==> src/rtl/ps2_host_tx.sv <==
// Host-to-device PS/2 command transmitter: request-to-send, device-clocked bit shifting,
// odd parity and acknowledge check, with a glitch-filtered view of the PS/2 clock.
module ps2_host_tx #(
    parameter int INHIBIT_CYCLES = 10000,
    parameter int TIMEOUT_CYCLES = 2000000,
    parameter int FILTER_LEN     = 4
) (
    input  logic       clk,
    input  logic       reset,
    input  logic [7:0] tx_data,
    input  logic       tx_start,
    input  logic       ps2_clk_in,
    input  logic       ps2_data_in,
    output logic       ps2_clk_oe,
    output logic       ps2_data_oe,
    output logic       tx_busy,
    output logic       tx_done,
    output logic       tx_err,
    output logic       rx_inhibit
);

    localparam int INH_W = $clog2(INHIBIT_CYCLES + 1);
    localparam int TMO_W = $clog2(TIMEOUT_CYCLES + 1);
    localparam int FLT_W = $clog2(FILTER_LEN + 1);

    localparam logic [INH_W-1:0] INH_LOAD = INH_W'(INHIBIT_CYCLES);
    localparam logic [INH_W-1:0] INH_ONE  = INH_W'(1);
    localparam logic [TMO_W-1:0] TMO_LAST = TMO_W'(TIMEOUT_CYCLES - 1);
    localparam logic [TMO_W-1:0] TMO_ONE  = TMO_W'(1);
    localparam logic [FLT_W-1:0] FLT_LAST = FLT_W'(FILTER_LEN - 1);
    localparam logic [FLT_W-1:0] FLT_ONE  = FLT_W'(1);

    typedef enum logic [2:0] {
        S_IDLE,
        S_INHIBIT,
        S_RTS,
        S_SHIFT,
        S_ACK,
        S_WAIT_IDLE,
        S_DONE,
        S_ERR
    } state_t;

    // Two-flop synchronizers; bit 0 is the clock pin, bit 1 the data pin.
    // They reset to 1 so an idle bus never looks like an edge after reset.
    logic [1:0] pin_raw;
    logic [1:0] pin_sync;

    assign pin_raw = {ps2_data_in, ps2_clk_in};

    for (genvar gi = 0; gi < 2; gi++) begin : g_sync
        logic s1_q;
        logic s2_q;

        always_ff @(posedge clk) begin
            if (reset) begin
                s1_q <= 1'b1;
                s2_q <= 1'b1;
            end else begin
                s1_q <= pin_raw[gi];
                s2_q <= s1_q;
            end
        end

        assign pin_sync[gi] = s2_q;
    end

    logic clk_s;
    logic data_s;

    assign clk_s  = pin_sync[0];
    assign data_s = pin_sync[1];

    logic             filt_q;
    logic             filt_prev_q;
    logic [FLT_W-1:0] flt_cnt_q;
    logic             fall;

    always_ff @(posedge clk) begin
        if (reset) begin
            filt_q      <= 1'b1;
            filt_prev_q <= 1'b1;
            flt_cnt_q   <= '0;
        end else begin
            filt_prev_q <= filt_q;
            if (clk_s == filt_q) begin
                flt_cnt_q <= '0;
            end else if (flt_cnt_q == FLT_LAST) begin
                filt_q    <= clk_s;
                flt_cnt_q <= '0;
            end else begin
                flt_cnt_q <= flt_cnt_q + FLT_ONE;
            end
        end
    end

    assign fall = filt_prev_q & ~filt_q;

    state_t           state_q, state_d;
    logic [INH_W-1:0] inh_q, inh_d;
    logic [TMO_W-1:0] tmo_q, tmo_d;
    logic [3:0]       idx_q, idx_d;
    logic [7:0]       byte_q, byte_d;
    logic             par_q, par_d;
    logic             data_oe_q, data_oe_d;
    logic             timeout;

    always_ff @(posedge clk) begin
        if (reset) begin
            state_q   <= S_IDLE;
            inh_q     <= '0;
            tmo_q     <= '0;
            idx_q     <= '0;
            byte_q    <= '0;
            par_q     <= 1'b0;
            data_oe_q <= 1'b0;
        end else begin
            state_q   <= state_d;
            inh_q     <= inh_d;
            tmo_q     <= tmo_d;
            idx_q     <= idx_d;
            byte_q    <= byte_d;
            par_q     <= par_d;
            data_oe_q <= data_oe_d;
        end
    end

    assign timeout = (tmo_q == TMO_LAST);

    always_comb begin
        state_d   = state_q;
        inh_d     = inh_q;
        tmo_d     = tmo_q;
        idx_d     = idx_q;
        byte_d    = byte_q;
        par_d     = par_q;
        data_oe_d = data_oe_q;

        case (state_q)
            S_IDLE: begin
                if (tx_start) begin
                    byte_d  = tx_data;
                    par_d   = ~^tx_data;
                    inh_d   = INH_LOAD;
                    state_d = S_INHIBIT;
                end
            end
            S_INHIBIT: begin
                inh_d = inh_q - INH_ONE;
                if (inh_q <= INH_ONE) begin
                    data_oe_d = 1'b1;
                    state_d   = S_RTS;
                end
            end
            S_RTS: begin
                tmo_d   = '0;
                idx_d   = '0;
                state_d = S_SHIFT;
            end
            S_SHIFT: begin
                tmo_d = tmo_q + TMO_ONE;
                // Timeout wins over a coincident clock fall.
                if (timeout) begin
                    state_d = S_ERR;
                end else if (fall) begin
                    idx_d = idx_q + 4'd1;
                    if (idx_q < 4'd8) begin
                        data_oe_d = ~byte_q[idx_q[2:0]];
                    end else if (idx_q == 4'd8) begin
                        data_oe_d = ~par_q;
                    end else begin
                        data_oe_d = 1'b0;
                        state_d   = S_ACK;
                    end
                end
            end
            S_ACK: begin
                tmo_d = tmo_q + TMO_ONE;
                if (timeout) begin
                    state_d = S_ERR;
                end else if (fall) begin
                    state_d = data_s ? S_ERR : S_WAIT_IDLE;
                end
            end
            S_WAIT_IDLE: begin
                tmo_d = tmo_q + TMO_ONE;
                if (timeout) begin
                    state_d = S_ERR;
                end else if (filt_q && data_s) begin
                    state_d = S_DONE;
                end
            end
            S_DONE:  state_d = S_IDLE;
            S_ERR:   state_d = S_IDLE;
            default: state_d = S_IDLE;
        endcase

        if (state_d == S_IDLE || state_d == S_DONE || state_d == S_ERR) begin
            data_oe_d = 1'b0;
        end
    end

    // Data is pulled low already in the final inhibit cycle, one cycle before RTS.
    assign ps2_data_oe = data_oe_q | ((state_q == S_INHIBIT) && (inh_q <= INH_ONE));
    assign ps2_clk_oe  = (state_q == S_INHIBIT);
    assign tx_busy     = (state_q == S_INHIBIT) || (state_q == S_RTS) || (state_q == S_SHIFT)
                      || (state_q == S_ACK) || (state_q == S_WAIT_IDLE);
    assign tx_done     = (state_q == S_DONE);
    assign tx_err      = (state_q == S_ERR);
    assign rx_inhibit  = tx_busy;

endmodule
==> config.mk <==
export PLATFORM = sky130hd
export DESIGN_NAME = ps2_host_tx
export DESIGN_NICKNAME = d
export VERILOG_FILES = /design/src/rtl/ps2_host_tx.sv
export SDC_FILE = /design/constraint.sdc
export NUM_CORES = 1
export LEC_CHECK = 0
export CORE_ASPECT_RATIO = 0.6
export CORE_MARGIN = 2
export CORE_UTILIZATION = 50
export CTS_CLUSTER_DIAMETER = 60
export DETAILED_ROUTE_END_ITERATION = 6
export DONT_BUFFER_PORTS = 1
export GPL_TIMING_DRIVEN = 1
export PLACE_DENSITY = 0.75
export SYNTH_ARGS = -nofsm -noshare
export SYNTH_HDL_FRONTEND = slang
export SYNTH_SLANG_ARGS = --single-unit
==> constraint.sdc <==
create_clock -name clk -period 2 [get_ports clk]
set_clock_uncertainty 0.15 [all_clocks]
set_input_delay 0.2 -clock clk [delete_from_list [all_inputs] [get_ports clk]]
set_output_delay 0.2 -clock clk [all_outputs]
set_load 0.02 [all_outputs]
==> metrics.md, run 1 <==
| Metric | Value |
|---|---|
| Outcome | finished, violations left |
| Violated checks | negative setup slack |
| Via count | around 3000 |
| Cell Pwr Density | between 700 and 800 mW/mm^2 |
| Peak supply drop | about 0.46 mV |
| Initial Utilization | between 50% and 60% |
| Worst r2r dst | idx_q[2] |
| Hold Vio Cnt, Final | 0 |
| Slew Limit Headroom | about three fifths |
| Seq/Total Area, Yosys | between 30% and 40% |
| Syn nets | approximately 380 |
| CP Capture Type | output pin |
| CTS sink count | slightly above 60 |
| FFs w/ async S/R, synth | 0% |
| Cells after Synth | approximately 360 |
| CTS tree | built |
| IO buf count | 0 |
| Final net count | ~460 |
| Antenna Violating Nets Remaining | 0 |
| Count of unique library cells instantiated by Yosys | between 60 and 70 |
| Reg clk slew, reported paths | 0.07 ns |
| Gr ovfl total | 0 |
| Die height | 64.8 microns |
| Final min period | around 2.1 ns |
| Lkg Pwr | roughly 1.6 nW |
| RSZ-0062 raised after global routing | true |
| Core Util, Final | between 70% and 80% |
| Max-Cap Viols | 0 |
| Global-route wire length before repair | between 10000 and 15000 microns |
| Starting DRT DRC Count | about 220 |
| Vias in the first global route | between 2000 and 3000 |
| Hold Slack | 0.0210 ns |
| Startpoint Class | flop |
| Worst EP arrival | ~1.8 ns |
| Root buf cell | clkbuf_8 |
| Post-synthesis register bit count | between 60 and 70 |
| Hold Path Class | input port to flop |
| Setup CP Type | flop to output pin |
| Critical Path RT | 1.65 ns |
| Worst hold path startpoint | reset |
| GR Util All Layers | about a quarter |
| Number of enable flip-flop cells after synthesis | 0 |
| Inserted Clock Buffers | 9 |
| Max Slew Vio Count | 0 |
| Initial antenna violation count | 0 |
| Max stage delay on crit path | roughly 0.42 ns |
| Top cell type by total area after synthesis | dfxtp_1 |
| Die Wd | 105 microns |
| Row cnt | 22 |
| Critical Path Fanout Max | 2 |
| Syn avg cell area | roughly 8.5 sq um |
| End point of the worst hold path | tmo_q[9] |
| Final Cycle Share | 105% |
| WL final | about 8400 microns |
| Most frequent cells in the layout | buf_4, dfxtp_1, nand2_1 |
| H-tree depth | 3 |
| CORE AREA | 0.00603 sq mm |
| Post-synth design cell area | 0.00308 sq mm |
| Area growth syn-to-layout | 38.6% |
| FF-to-FF Start | tmo_q[9] |
| Worst hold path depth | 2 |
| Largest net degree at the start of global routing | 60 |
| Crit path from | inh_q[6] |
| Slew @ Worst Pin | 0.589 ns |
| Yosys top cell area share | about two fifths |
| DRC | 0 |
| Fmax | 477 MHz |
| Gp weighted congestion | 0.934 |
| Clock Latency Late Sink | between 0.3 and 0.4 ns |
| Layout cells sized above 1 | between 30 and 40% |
| Drt first pass iters | 4 |
| Synth top area cells | dfxtp_1, a21oi_1, nand2_1 |
| # diodes | 0 |
| Reg2reg path depth | 7 |
| Final setup fails | 9 |
| Crit-path cells | or3_1, nor3_2, nand4_1, nand2b_1, buf_4, buf_6 |
| Average wire per cell in the routed design | between 15 and 20 microns |
| FILL cells | ~430 |
| R2R Setup Slk | -0.09 ns |
| HPWL after DPL | around 5400 microns |
| Warnings, synthesis | 0 |
| Post-DR vias/cell | roughly 5.7 |
| Commonest non-fill, non-tap cell in the layout | buf_4 |
| Main synth FF type | dfxtp_1 |
| Clock buffer depth | 2 |
| Io pins | 19 |
| CP max-delay cell | or3_1 |
| Worst Setup Slack, final | -0.0964 ns |
| Die Area | roughly 0.0068 sq mm |
## logic make-up (layout without fill, tap and decap cells)
group                      Yosys count  after routing  synth area share (%)
AOI/OAI and AO/OA                   77             77                  16.3
muxes                               10             10                  4.30
xor gates and xnor gates            10             10                  2.84
and+or+nand+nor                    169            169                  30.0
DFF                                 61             61                  39.6
buffers and inverters               28            106                  4.18
adders and majority gates            7              7                  2.84
## per-stage QoR
step / power [W] / setup TNS [ns] / setup WS [ns] / area [sq um] / instances
CTS: 0.00301 / -0.586 / -0.133 / 4040 / 516
global placement: 0.00188 / -0.288 / -0.0940 / 3550 / 481
floorplan: 0.00175 / -0.245 / -0.139 / 3140 / 362
global route: 0.00319 / -1.39 / -0.209 / 4270 / 524
detailed placement: 0.00190 / -0.789 / -0.159 / 3550 / 481
finish: 0.00305 / -0.544 / -0.0964 / 4270 / 524
## final cells by class
cell class                 instances  area [sq um]  area share (%)
inverter                          10          50.0            1.17
timing repair buffer              80           708            16.6
multi-input combinational        273          2000            46.8
tap                               84           105            2.46
sequential                        61          1230            28.9
clock buffer                      13           159            3.72
clock inverter                     3          20.0           0.468
## state kept, by name, indices dropped and copies added, names as in the netlist
signal	cells
par_q	1
filt_prev_q	1
idx_q	4
flt_cnt_q	3
filt_q	1
inh_q	14
tmo_q	21
state_q	3
g_sync.s1_q	2
data_oe_q	1
data_s	1
byte_q	8
clk_s	1
## synthesized netlist by cell type (3+ instances only)
| library cell | instances |
|---|---|
| o21ai_0 | 7 |
| and3_1 | 10 |
| nand3b_1 | 3 |
| nor2b_1 | 3 |
| xnor2_1 | 8 |
| or3_1 | 7 |
| a311oi_1 | 7 |
| nor3_1 | 13 |
| nand3_1 | 11 |
| a21oi_1 | 32 |
| a31oi_1 | 4 |
| nand2b_1 | 4 |
| nand4_1 | 3 |
| or2_2 | 10 |
| clkbuf_1 | 12 |
| buf_4 | 3 |
| mux2_2 | 5 |
| ha_1 | 7 |
| nor2_1 | 40 |
| a211oi_1 | 9 |
| nand3_2 | 3 |
| dfxtp_1 | 61 |
| nand2_1 | 40 |
| inv_1 | 9 |
## worst max path at each step
stage	end	slack [ns]	cells past startpoint
after floorplan	data_oe_q	-0.14	6
after global placement	data_oe_q	-0.09	6
after detailed placement	data_oe_q	-0.16	6
after CTS	ps2_data_oe	-0.13	6
after global routing	ps2_data_oe	-0.21	8
final	ps2_data_oe	-0.1	6
## per-layer routing
metal	track usage [%]	up-vias	share of wire (%)
met5	0	-	0
met4	9.67	0	1.2
met2	37.4	108	44
met1	35.7	1429	47
met3	6.94	12	7.2
li1	-	1441	-
## worst max-delay path, delay by kind of cell (launching register included)
kind	cells	cell delay, ns
flops	1	0.31
simple gates	4	0.87
buf+inv	2	0.22
## report_power, final
| group | total, W | internal [W] | switching, W | leakage, nW |
|---|---|---|---|---|
| Sequential | 0.00135 | 0.00128 | 0.0000685 | 0.501 |
| Clock | 0.000988 | 0.000515 | 0.000472 | 0.0857 |
| Combinational | 0.000709 | 0.000339 | 0.000370 | 1.06 |
| Total | 0.00305 | 0.00214 | 0.000911 | 1.65 |
## what timing repair did
action	CTS	global route
cloned	0	1
setup buffers	8	8
resized for setup	32	44
pin swaps	18	21
setup endpoints to repair	17	31
hold buffers	11	0
endpoints found under the hold margin	61	0
(Power assumes the default switching activity.)
==> run 2, diff against run 1 <==
- CORE_UTILIZATION: 50 -> 45
- PLACE_DENSITY: 0.75 -> 0.69
==> run 2 against run 1 <==
The run still ends with negative setup slack left; sequential power about the same; core utilization down 7.1 points; worst setup slack worse by 0.037 ns; power up 14%; hold slack better by 0.0093 ns; critical path depth up 2; first-iteration DRC count up 16%; die area up 11%; wire length down 5.6%; count of clock-buffer cells in the layout up 2; register-to-register slack worse by 0.04 ns; maximum frequency down 1.7%.
==> metrics.md, run 2 (synthesis results as in run 1) <==
| Metric | Value |
|---|---|
| Outcome | finished, violations left |
| Violated checks | negative setup slack |
| FILL cells | approximately 530 |
| Peak supply drop | 0.636 mV |
| Final Cycle Share | 107% |
| Setup CP Type | flop to flop |
| Io pins | 19 |
| Reg clk slew, reported paths | roughly 0.050 ns |
| Critical Path RT | 2.12 ns |
| Lkg Pwr | 1.61 nW |
| CTS tree | built |
| CORE AREA | about 0.0066 sq mm |
| Initial antenna violation count | 0 |
| Drt first pass iters | 4 |
| Starting DRT DRC Count | about 260 |
| HPWL after DPL | 5270 microns |
| Post-DR vias/cell | around 5.5 |
| RSZ-0062 raised after global routing | true |
| Average wire per cell in the routed design | between 15 and 20 microns |
| WL final | between 7000 and 8000 microns |
| Switching Share | a little over a quarter |
| Die Wd | around 110 microns |
| Critical Path Fanout Max | 2 |
| Final net count | about 450 |
| Max Slew Vio Count | 0 |
| Placed Cells | about 480 |
| Layout cells sized above 1 | 34.2% |
| Largest net degree at the start of global routing | 60 |
| CP top delay family | simple AND/OR/NAND/NOR gates |
| GR Util All Layers | 21.6% |
| # diodes | 0 |
| Comb pwr share | ~20% |
| Max-Cap Viols | 0 |
| Final setup fails | 7 |
| Clock buffer depth | 2 |
| CP max-delay cell | or3b_4 |
| Slew Limit Headroom | about three fifths |
| Crit-path cells | or3b_4, buf_6, inv_8, nand4_4, or2_4, nor4_4, mux2_4, nor2_2 |
| Hold Path Class | input port to flop |
| Most frequent cells in the layout | dfxtp_1, buf_4, nand2_1 |
| Gp weighted congestion | between 0.8 and 0.9 |
| Final min period | ~2.1 ns |
| Vias in the first global route | roughly 2600 |
| Clk pwr share | between 40% and 50% |
| H-tree depth | 3 |
| Internal power | ~0.0025 W |
| Worst Setup Slack, final | -0.134 ns |
| Inserted Clock Buffers | 9 |
| Reg with most FFs | tmo_q |
| Startpoint Class | flop |
| Die Area | 0.00755 sq mm |
| Final TNS setup | -0.531 ns |
| Worst EP arrival | 2.26 ns |
| DRC | 0 |
| Sw Pwr | about 0.00094 W |
| Slew @ Worst Pin | 0.592 ns |
| Max stage delay on crit path | roughly 0.42 ns |
| Commonest non-fill, non-tap cell in the layout | dfxtp_1 |
| CP bufs+invs | 2 |
| Cell Pwr Density | about 800 mW/mm^2 |
| Non-Filler Instances | 520 |
| CTS sink count | between 60 and 70 |
| Global-route wire length before repair | 12600 microns |
| Die height | 68.1 microns |
| Root buf cell | clkbuf_16 |
| Top flop regs | tmo_q (21), inh_q (14), byte_q (8) |
| Initial Utilization | between 40% and 50% |
| Gr ovfl total | 0 |
| CP Capture Type | flop |
| Via count | 2880 |
| Clock Latency Late Sink | roughly 0.33 ns |
| Reg power frac | a little under 40% |
| Area growth syn-to-layout | 37.7% |
| Antenna Violating Nets Remaining | 0 |
| Row cnt | 23 |
| Hold Vio Cnt, Final | 0 |
| Pwr Total | between 0.003 and 0.004 W |
| Max reg flops | 21 |
| Fmax | approximately 470 MHz |
| IO buf count | 0 |
run 2: worst paths after layout:
check / startpoint / to / slack (ns) / cells past startpoint
setup reg to reg: state_q[2] / inh_q[12] / -0.13 / 8
hold / removal: reset / inh_q[3] / 0.03 / 2
hold reg to reg: g_sync[1].s1_q / data_s / 0.26 / 1
setup / recovery: state_q[2] / inh_q[12] / -0.13 / 8
run 2: cell type report:
cell class | instances | area (sq um) | area share [%]
inverter | 10 | 45.0 | 1.06
clock buffer | 15 | 268 | 6.31
timing repair buffer | 73 | 643 | 15.2
sequential | 61 | 1230 | 29.0
multi-input combinational | 273 | 1940 | 45.8
clock inverter | 1 | 5.00 | 0.118
tap | 87 | 109 | 2.56
run 2: stage by stage:
stage | util [%] | worst slack (ns) | hold WS, ns | cell area (sq um)
global route | 63.8 | -0.220 | 0.0560 | 4240
finish | 63.8 | -0.134 | 0.0302 | 4240
CTS | 60.4 | -0.101 | 0.0473 | 4020
global placement | 53.5 | -0.119 | 0.125 | 3560
detailed placement | 53.5 | -0.191 | 0.124 | 3560
floorplan | - | -0.139 | 0.154 | 3140
run 2: metal layers:
metal  global-route usage [%]  vias to the layer above  part of all wire, %
met1                     29.1                     1363                   50
li1                         -                     1431                    -
met3                     6.02                       12                  5.6
met4                     9.84                        0                  1.6
met2                     32.8                       74                   43
met5                        0                        -                    0
run 2: what timing repair did:
action / CTS / global route
gates cloned: 0 / 0
setup endpoints to repair: 13 / 26
buffers inserted: 5 / 4
hold buffers: 11 / 0
endpoints found under the hold margin: 61 / 0
resized for setup: 8 / 47
pin swaps: 15 / 8
run 2: power by group through the flow:
stage | logic, W | clock network, W | registers, W
after floorplan | 0.000390 | 0 | 0.00136
after global placement | 0.000528 | 0 | 0.00136
after detailed placement | 0.000547 | 0 | 0.00137
after CTS | 0.000622 | 0.00145 | 0.00134
after global routing | 0.000763 | 0.00151 | 0.00136
final | 0.000707 | 0.00142 | 0.00135
==> run 3, diff against run 2 <==
- CORE_ASPECT_RATIO: 0.6 -> default
==> run 3 against run 2 <==
The flow still finishes with violations (negative setup slack); sequential power is essentially flat; non-clock buffer count down 2; power fell by 10%; cell count decreased by 2.1%; largest cell class unchanged; die area decreased by 0.29%; wire length down 11%.
==> metrics.md, run 3 (synthesis results as in run 1) <==
| Metric | Value |
|---|---|
| Violated checks | negative setup slack |
| Final setup fails | 8 |
| Vias in the first global route | 2711 |
| Hold Slack | 0.00952 ns |
| Crit-path cells | or4b_4, nor4_4, buf_4, a21boi_4, o211ai_2, xor2_1, nor3_1 |
| Antenna Violating Nets Remaining | 0 |
| CP max-delay cell | or4b_4 |
| Peak supply drop | between 0.5 and 0.6 mV |
| Average wire per cell in the routed design | between 10 and 15 microns |
| Final min period | ~2.1 ns |
| Reg clk slew, reported paths | ~0.070 ns |
| Slew @ Worst Pin | about 0.6 ns |
| Lkg Pwr | about 1.6 nW |
| Worst path depth | 7 |
| Starting DRT DRC Count | 116 |
| RSZ-0062 raised after global routing | true |
| WL final | around 7100 microns |
| Fmax | roughly 470 MHz |
| Top flop regs | tmo_q (21), inh_q (14), byte_q (8) |
| Pwr Total | 0.00312 W |
| CORE AREA | approximately 0.0067 sq mm |
| Final net count | ~450 |
| GR Util All Layers | just over 20% |
| CTS sink count | 61 |
| R2R Setup Slk | -0.12 ns |
| Gp weighted congestion | 0.770 |
| GRT Max-Usage Layer | met2 |
| Layout cells sized above 1 | between 30% and 40% |
| Placed Instance Area | 0.00355 sq mm |
| Inserted Clock Buffers | 9 |
| Hold Vio Cnt, Final | 0 |
| Root buf cell | clkbuf_8 |
| Max reg flops | 21 |
| Post-DR vias/cell | 5.52 |
| Setup CP Type | flop to flop |
| Via count | ~2800 |
| Non-Filler Instances | ~510 |
| Startpoint Class | flop |
| Reg with most FFs | tmo_q |
| Die height | 86.8 microns |
| Clock Latency Late Sink | 0.34 ns |
| Critical Path Fanout Max | 3 |
| Cell Pwr Density | between 700 and 800 mW/mm^2 |
| Largest net degree at the start of global routing | 60 |
| Clock buffer depth | 2 |
| Reg2reg path depth | 7 |
| Most frequent cells in the layout | dfxtp_1, buf_4, nand2_1 |
| Area growth syn-to-layout | 33.1% |
| Hold Path Class | input port to flop |
| Row cnt | 30 |
| # diodes | 0 |
| Max Slew Vio Count | 0 |
| CP Capture Type | flop |
| Io pins | 19 |
| Commonest non-fill, non-tap cell in the layout | dfxtp_1 |
| H-tree depth | 3 |
| CP top delay family | simple AND/OR/NAND/NOR gates |
| Met2 GRT Util | 36.0% |
| Design Area, Final | a little over 0.004 sq mm |
| Max stage delay on crit path | between 0.5 and 0.6 ns |
| CTS tree | built |
| HPWL after DPL | approximately 4800 microns |
| Max-Cap Viols | 0 |
| Critical Path RT | about 2.1 ns |
| Worst Setup Slack, final | -0.119 ns |
| Gr ovfl total | 0 |
| Die Wd | between 80 and 90 microns |
| Outcome | finished, violations left |
| Final Cycle Share | 106% |
| Initial Utilization | a little under half |
| Slew Limit Headroom | around 60% |
| CP bufs+invs | 1 |
| Die Area | 0.00753 sq mm |
| Core Util, Final | between 60% and 70% |
| DRC | 0 |
| Initial antenna violation count | 0 |
| Met3 Use GR | 6.19% |
| Global-route wire length before repair | between 10000 and 15000 microns |
| IO buf count | 0 |
| Placed Cells | roughly 480 |
| GR Util met1 | around a quarter |
| Worst EP arrival | 2.18 ns |
| FILL cells | ~550 |
| Drt first pass iters | 4 |
| Worst hold path depth | 2 |
[run 3: worst paths after layout]
path | startpoint | end
worst min register to register | g_sync[0].s1_q | clk_s
worst max register to register | tmo_q[9] | idx_q[2]
worst max-delay path | tmo_q[9] | idx_q[2]
worst min-delay path | reset | tmo_q[20]
[run 3: metrics by stage]
step	TNS, ns	setup WS [ns]
2_1_floorplan	-0.245	-0.139
3_3_place_gp	-0.382	-0.124
3_5_place_dp	-0.821	-0.194
4_1_cts	-0.754	-0.137
5_1_grt	-1.34	-0.205
6_report	-0.545	-0.119
[run 3: layout make-up]
type	instances	area (sq um)	area share (%)
Inverter	10	50.0	1.22
Sequential cell	61	1230	29.9
Clock inverter	1	30.0	0.732
Tap cell	80	100	2.44
Multi-Input combinational cell	273	1910	46.6
Clock buffer	13	169	4.12
Timing Repair Buffer	71	614	15.0
[run 3: timing repair]
| action | 4_1_cts | 5_1_grt |
|---|---|---|
| endpoints found under the setup margin | 10 | 23 |
| setup buffers | 4 | 3 |
| hold endpoints to repair | 61 | 0 |
| pin swaps | 10 | 11 |
| hold buffers | 11 | 0 |
| resized for setup | 8 | 33 |
[run 3: where the power goes]
group	leakage [nW]	switching, W	total, W	internal [W]
combinational	0.972	0.000340	0.000663	0.000323
clock	0.102	0.000446	0.00111	0.000664
sequential	0.499	0.0000626	0.00135	0.00128
total	1.57	0.000848	0.00312	0.00227
[run 3: worst reg2reg max path: cells and delay by family, from the launching register on]
| family | cells | cell delay, ns |
|---|---|---|
| AO/OA/AOI/OAI | 2 | 0.24 |
| flip-flops | 1 | 0.31 |
| XOR/XNOR | 1 | 0.16 |
| AND/OR/NAND/NOR | 3 | 0.95 |
| buffers and inverters | 1 | 0.20 |
[run 3: metal layers]
metal  up-vias  part of all wire, %
li1       1427                    -
met1      1343                   43
met5         -                    0
met3         7                  3.1
met4         0                  1.1
met2        31                   52
